$ cat src/rtl/idexe_fwd.sv
// idexe_fwd: decode-side operand stage. Forwards EXE/MEM results onto the
// register file read data, detects load-use hazards (one-cycle stall with a
// bubble), and holds the ID/EXE pipeline register feeding the ALU.
module idexe_fwd #(
  parameter int CNT_W = 16
) (
  input  logic             clk,
  input  logic             clrn,
  input  logic [4:0]       rs,
  input  logic [4:0]       rt,
  input  logic             use_rs,
  input  logic             use_rt,
  input  logic [31:0]      qa,
  input  logic [31:0]      qb,
  input  logic             dwreg,
  input  logic             dm2reg,
  input  logic             dwmem,
  input  logic             daluimm,
  input  logic [3:0]       daluc,
  input  logic [31:0]      dimm,
  input  logic [4:0]       drn,
  input  logic [31:0]      ealu,
  input  logic             mwreg,
  input  logic             mm2reg,
  input  logic [4:0]       mrn,
  input  logic [31:0]      malu,
  input  logic [31:0]      mmo,
  output logic             ewreg,
  output logic             em2reg,
  output logic             ewmem,
  output logic             ealuimm,
  output logic [3:0]       ealuc,
  output logic [31:0]      ea,
  output logic [31:0]      eb,
  output logic [31:0]      eimm,
  output logic [4:0]       ern,
  output logic             wpcir,
  output logic [CNT_W-1:0] stall_cnt
);

  logic        exe_hit_a, exe_hit_b;
  logic        mem_hit_a, mem_hit_b;
  logic [31:0] mem_val;
  logic [31:0] fwd_a, fwd_b;
  logic        stall;

  // Operand forwarding: EXE result first, then MEM (memory data for loads),
  // otherwise the register file value. Register 0 is never forwarded. A load
  // in EXE has no result yet, so it is excluded here and handled by stall.
  always_comb begin
    exe_hit_a = ewreg & ~em2reg & (ern != 5'd0) & (ern == rs);
    exe_hit_b = ewreg & ~em2reg & (ern != 5'd0) & (ern == rt);
    mem_hit_a = mwreg & (mrn != 5'd0) & (mrn == rs);
    mem_hit_b = mwreg & (mrn != 5'd0) & (mrn == rt);
    mem_val   = mm2reg ? mmo : malu;
    fwd_a     = qa;
    fwd_b     = qb;
    if (exe_hit_a)      fwd_a = ealu;
    else if (mem_hit_a) fwd_a = mem_val;
    if (exe_hit_b)      fwd_b = ealu;
    else if (mem_hit_b) fwd_b = mem_val;
  end

  // Load-use hazard: the load in EXE produces data one cycle too late.
  always_comb begin
    stall = ewreg & em2reg & (ern != 5'd0) &
            ((use_rs & (ern == rs)) | (use_rt & (ern == rt)));
    wpcir = ~stall;
  end

  // ID/EXE pipeline register; a stall loads an all-zero bubble (NOP).
  always_ff @(posedge clk) begin
    if (!clrn || stall) begin
      ewreg   <= 1'b0;
      em2reg  <= 1'b0;
      ewmem   <= 1'b0;
      ealuimm <= 1'b0;
      ealuc   <= 4'd0;
      ea      <= 32'd0;
      eb      <= 32'd0;
      eimm    <= 32'd0;
      ern     <= 5'd0;
    end else begin
      ewreg   <= dwreg;
      em2reg  <= dm2reg;
      ewmem   <= dwmem;
      ealuimm <= daluimm;
      ealuc   <= daluc;
      ea      <= fwd_a;
      eb      <= fwd_b;
      eimm    <= dimm;
      ern     <= drn;
    end
  end

  // Saturating count of stall cycles since reset.
  always_ff @(posedge clk) begin
    if (!clrn) begin
      stall_cnt <= '0;
    end else if (stall && (stall_cnt != {CNT_W{1'b1}})) begin
      stall_cnt <= stall_cnt + CNT_W'(1);
    end
  end

endmodule

$ cat config.mk
export PLATFORM = sky130hd
export DESIGN_NAME = idexe_fwd
export DESIGN_NICKNAME = d
export VERILOG_FILES = /design/src/rtl/idexe_fwd.sv
export SDC_FILE = /design/constraint.sdc
export NUM_CORES = 1
export LEC_CHECK = 0
export ABC_AREA = 0
export CORE_AREA = 2 2 137 139
export CTS_CLUSTER_SIZE = 14
export DETAILED_ROUTE_END_ITERATION = 10
export DIE_AREA = 0 0 139 141
export PLACE_DENSITY = 0.78
export SLEW_MARGIN = 20
export SYNTH_ARGS = -nofsm -noshare
export SYNTH_HDL_FRONTEND = slang
export SYNTH_SLANG_ARGS = --single-unit
export TNS_END_PERCENT = 5
$ cat constraint.sdc
create_clock -name clk -period 2.1 [get_ports clk]
set_input_delay 0.525 -clock clk [delete_from_list [all_inputs] [get_ports clk]]
set_output_delay 0.525 -clock clk [all_outputs]
set_load 0.1 [all_outputs]
==> impl_metrics.toml, run 1 <==
[outcome]
outcome = "finished with violations"
failed_checks = "negative setup slack"

[synthesis]
ys_warn_count = 0
synth_nets = 785
synthTopCellsByArea = "dfxtp_1, mux2i_1, o211ai_1"
ys.flop_type = "dfxtp_1"
synth_cells = 558
avgSynthCellArea_um2 = 9.96
ys_ff_latch = 125
yosysTopAreaCell = "dfxtp_1"
syn_area_um2 = 5560
ys_seq_area_share_pct = 45.0
yosys.area.top_type_share_pct = 45.0
async_flop_share_pct = 0
synth-edff-count = 0
synth_cell_types = 35

[sta]
slew_headroom_pct = 67.3
finalWorstSetupSlack_ns = -0.318
clock.fmax_ghz = 0.414
worst_slew_pin_slew_ns = 0.488
finalCritPeriodShare_pct = 115
final.min_clock_period_ns = 2.42
finalSetupViolCount = 31
rsz0062_at_grt = "true"
clock-skew-final_ns = 0.00695
fin_hold_ws_ns = 0.488
tns_ns = -1.08
slew_viol_final = 0
hold_viol_final = 0

[global_route]
overflow = 0
grt_pass1_vias = 5944
grt_pass1_wl_um = 31500
grt_usage_pct = 20.4
antenna_found_initial = 2
top_usage_layer = "met2"
use_met1_pct = 22.9
grt_max_degree = 70
globalRouteMet2Util_pct = 35.5
use_met3_pct = 7.71

[job]
max-cap-violations = 0

[clock_network]
cts_tree = "done"
clockBufferDepth = 2
numClockSinks = 125
clk_latency_ns = 0.41
numCtsBuffers = 17
clockRootBuffer = "clkbuf_16"
htree_levels = 4
clkTransAtPathRegs_ns = 0.06

[cells_and_area]
fill_cells = 1561
final_common_cell = "clkdlybuf4s50_1"
seqCellArea_um2 = 2530
multi_input_area_um2 = 2950
syn_to_final_growth_pct = 84.8
final_layout_size_suffix_gt1_share_pct = 30.0
fin_nets = 1161
layout_common_cells = "clkdlybuf4s50_1, buf_4, dfxtp_1, a21oi_1"
final_cells = 1182
utilization_pct = 56.2

[floorplan]
rows = 50
core_um2 = 18300
start_util_pct = 30.4
ioPinCount = 352
die_w_um = 139
dieArea_um2 = 19600
die_height_um = 141

[detailed_routing]
wl_per_cell_um = 18.0
vias_per_cell = 5.03
drt_iter0_drc = 252
dr.pass1.iters = 4
vias = 5950
wl_um = 21200
postRouteAntennaNets = 0
drc = 0

[worst_setup_path]
arrival_ns = 1.89
crit_type = "in -> out"
cp_max_fo = 2
critPathCaptureType = "output port"
crit_path_start_kind = "input port"
worstPathRequired_ns = 1.57

[placement]
portBuffers = 351
dp_hpwl_um = 15300
routabilityCongestion = 0.869
placed_cells = 1141

[pwr]
p_per_area_nw_per_um2 = 735
vdd_ir_drop_max_mv = 0.493
cellLeakagePower_uw = 0.00413
power_uw = 7550

[worst_hold_path]
hold_path.class = "reg -> reg"
[per-stage QoR]
| step | area [µm²] | setup WS [ns] |
|---|---|---|
| after global routing | 10300 | -0.369 |
| final | 10300 | -0.318 |
| after global placement | 9410 | -0.788 |
| after detailed placement | 9410 | -0.838 |
| after floorplan | 5610 | -0.139 |
| after CTS | 10100 | -0.390 |
[sequential cells by signal (all words and copies together), names as in the netlist]
register   count
em2reg         1
stall_cnt     16
ea            32
ern            5
ealuc          4
ewmem          1
eb            32
ealuimm        1
eimm          32
ewreg          1
[layout make-up]
cell class,instances,area share [%]
Antenna cell,2,0.0487
Inverter,5,0.232
Clock inverter,9,0.938
Sequential cell,125,24.7
Tap cell,234,2.85
Multi-Input combinational cell,380,28.7
Timing Repair Buffer,405,37.4
Clock buffer,22,5.14
[timing repair]
| action | 4_1_cts | 5_1_grt |
|---|---|---|
| buffers inserted | 5 | 2 |
| endpoints found under the setup margin | 124 | 121 |
| gates cloned | 0 | 2 |
| pin swaps | 11 | 7 |
| resized for setup | 17 | 20 |
| hold buffers | 0 | 0 |
[layer usage]
metal  part of all wire (%)  wire length, µm
met1                     39             8180
met2                     51            10800
met3                    8.7             1850
met4                    1.9              399
met5                      0                0
[cells in the mapped netlist (all sizes together), types with 4 or more instances]
library cell / number
o211ai: 65
buf: 15
mux2: 32
nor2: 6
nor4: 4
nand2: 5
xnor2: 9
xor2: 13
nand3: 9
or4: 5
mux2i: 65
clkbuf: 33
nand4: 6
or3: 9
dfxtp: 125
and3: 49
a21oi: 77
inv: 5
o21ai: 13
[logic make-up after synthesis]
family                   share of synthesized area [%]
multiplexers                                      18.2
XOR/XNOR                                          3.47
AND/OR/NAND/NOR                                   11.1
buffers and inverters                             4.30
flip-flops                                        45.0
adder cells (fa/ha/maj)                          0.225
AO/OA/AOI/OAI                                     17.6
[path summary, 6_finish.rpt]
kind,start,end,slack (ns),cells past startpoint
worst min register to register,stall_cnt[1],stall_cnt[1],0.49,2
worst max-delay path,rt[2],wpcir,-0.32,7
worst min-delay path,stall_cnt[1],stall_cnt[1],0.49,2
worst max register to register,ern[0],stall_cnt[14],-0.12,8
[worst max-delay path, stage by stage]
cell and delay [ns]:
dlygate4sd2_1 0.27, xor2_1 0.20, nor4_4 0.26, and3_4 0.24, o21a_4 0.15, clkinv_4 0.07, buf_12 0.16
[power by group]
part	switching, µW	total (µW)	internal (µW)
clock	1130	3040	1910
combinational	1230	1970	738
sequential	42.8	2540	2490
total	2410	7550	5140
Power figures use the tool's default switching activity.
==> run 2: changes to the inputs <==
--- a/config.mk
+++ b/config.mk
@@ -10,7 +10,7 @@
 export CTS_CLUSTER_SIZE = 14
 export DETAILED_ROUTE_END_ITERATION = 10
 export DIE_AREA = 0 0 139 141
-export PLACE_DENSITY = 0.78
+export PLACE_DENSITY_LB_ADDON = 0.08
 export SLEW_MARGIN = 20
 export SYNTH_ARGS = -nofsm -noshare
 export SYNTH_HDL_FRONTEND = slang
==> run 2 against run 1 <==
  * The flow still finishes with violations (negative setup slack)
  * Largest cell class unchanged
  * Total power increased by 1.6%
  * Critical path type is now reg -> out
  * Register-to-register slack worse by 0.17 ns
  * Critical endpoint unchanged
  * Worst setup slack got worse by 0.0090 ns
==> impl_metrics.toml, run 2 (synthesis results as in run 1) <==
[detailed_routing]
wl_per_cell_um = 18.9
drc = 0
dr.pass1.iters = 4
vias = 5956
wl_um = 22500
vias_per_cell = 4.99
postRouteAntennaNets = 0
drt_iter0_drc = 170

[outcome]
failed_checks = "negative setup slack"
outcome = "finished with violations"

[placement]
dp_hpwl_um = 16200
place_area_um2 = 9400
portBuffers = 351
routabilityCongestion = 0.834

[floorplan]
dieArea_um2 = 19600
rows = 50
ioPinCount = 352
die_w_um = 139
start_util_pct = 30.4
die_height_um = 141
core_um2 = 18300

[cells_and_area]
fin_nets = 1173
insertedDiodeCount = 0
final_common_cell = "clkdlybuf4s50_1"
multi_input_area_um2 = 3070
layout_common_cells = "clkdlybuf4s50_1, buf_4, dfxtp_1, a21oi_1"
fill_cells = 1580
top_regs = "ea x32, eb x32, eimm x32"
seqCellArea_um2 = 2530
final_layout_size_suffix_gt1_share_pct = 33.5
syn_to_final_growth_pct = 90.0
fin_area_um2 = 10600

[sta]
finalSetupViolCount = 115
clock-skew-final_ns = 0.00855
slew_headroom_pct = 66.3
rsz0062_at_grt = "true"
final.min_clock_period_ns = 2.43
fin_hold_ws_ns = 0.492
hold_viol_final = 0
slew_viol_final = 0
finalWorstSetupSlack_ns = -0.327
worst_slew_pin_slew_ns = 0.504
clock.fmax_ghz = 0.412
finalCritPeriodShare_pct = 116

[clock_network]
clk_latency_ns = 0.42
htree_levels = 4
numCtsBuffers = 17
clockRootBuffer = "clkbuf_16"
cts_tree = "done"
clkTransAtPathRegs_ns = 0.06
numClockSinks = 125
clockBufferDepth = 2

[worst_setup_path]
critPathCaptureType = "output port"
r2r_cells = 10
worstPathRequired_ns = 1.57
crit_path_start_kind = "flip-flop"
path_cells = "or4_4, o21ai_4, nor2_2, o21a_4, clkinv_4, buf_12"
cpMaxStageDelayCell = "or4_4"
critical_path.max_stage_delay_ns = 0.55
crit_type = "reg -> out"
arrival_ns = 1.90
cp_max_fo = 3

[global_route]
overflow = 0
grt_usage_pct = 21.5
antenna_found_initial = 0
grt_pass1_vias = 5958
grt_max_degree = 61
grt_pass1_wl_um = 33100

[pwr]
cellLeakagePower_uw = 0.00419
vdd_ir_drop_max_mv = 0.518
p_per_area_nw_per_um2 = 726

[worst_hold_path]
hold_depth = 2
hold_path.class = "reg -> reg"

[job]
max-cap-violations = 0
-- run 2: area by class of cell --
| type | count | area share [%] |
|---|---|---|
| tap | 234 | 2.77 |
| inverter | 5 | 0.225 |
| clock inverter | 14 | 1.71 |
| multi-input combinational | 380 | 29.1 |
| clock buffer | 18 | 4.27 |
| sequential | 125 | 24.0 |
| timing repair buffer | 417 | 37.9 |
-- run 2: path summary, 6_finish.rpt --
kind,startpoint,endpoint,slack [ns]
worst max register to register,ern[1],stall_cnt[14],-0.29
worst min register to register,stall_cnt[1],stall_cnt[1],0.49
worst max-delay path,ern[1],wpcir,-0.33
worst min-delay path,stall_cnt[1],stall_cnt[1],0.49
-- run 2: timing repair --
item                                    4_1_cts  5_1_grt
buffers inserted                              8        4
endpoints found under the setup margin      119      122
pin swaps                                    13       15
hold buffers                                  0        0
resized for setup                            40       29
gates cloned                                  2        4
-- run 2: per-layer routing --
metal	vias to the layer above	share of wire (%)	global-route usage (%)
met4	0	1.9	7.39
met5	-	0	0
met3	28	7.6	7.10
met2	253	53	39.7
met1	2794	38	23.2
li1	2881	-	-
-- run 2: metrics by stage --
| step | TNS, ns | utilization, % | cells | total power [µW] | worst slack [ns] |
|---|---|---|---|---|---|
| after floorplan | -1.29 | - | 558 | 3770 | -0.139 |
| after global placement | -73.39 | 51.5 | 1144 | 4530 | -0.727 |
| after detailed placement | -75.14 | 51.5 | 1144 | 4550 | -0.730 |
| after CTS | -17.49 | 56.3 | 1186 | 7710 | -0.373 |
| after global routing | -30.76 | 57.8 | 1193 | 7920 | -0.405 |
| final | -20.47 | 57.8 | 1193 | 7670 | -0.327 |
-- run 2: where the power goes --
| part | internal [µW] | total, µW | switching, µW |
|---|---|---|---|
| Combinational | 759 | 2000 | 1240 |
| Clock | 1960 | 3130 | 1170 |
| Sequential | 2490 | 2540 | 45.0 |
-- run 2: worst max-delay path: cells and delay by family (launching register included) --
kind | cells | cell delay (ns)
AOI/OAI and AO/OA | 2 | 0.28
buffers and inverters | 2 | 0.22
DFF | 1 | 0.36
and+or+nand+nor | 2 | 0.61
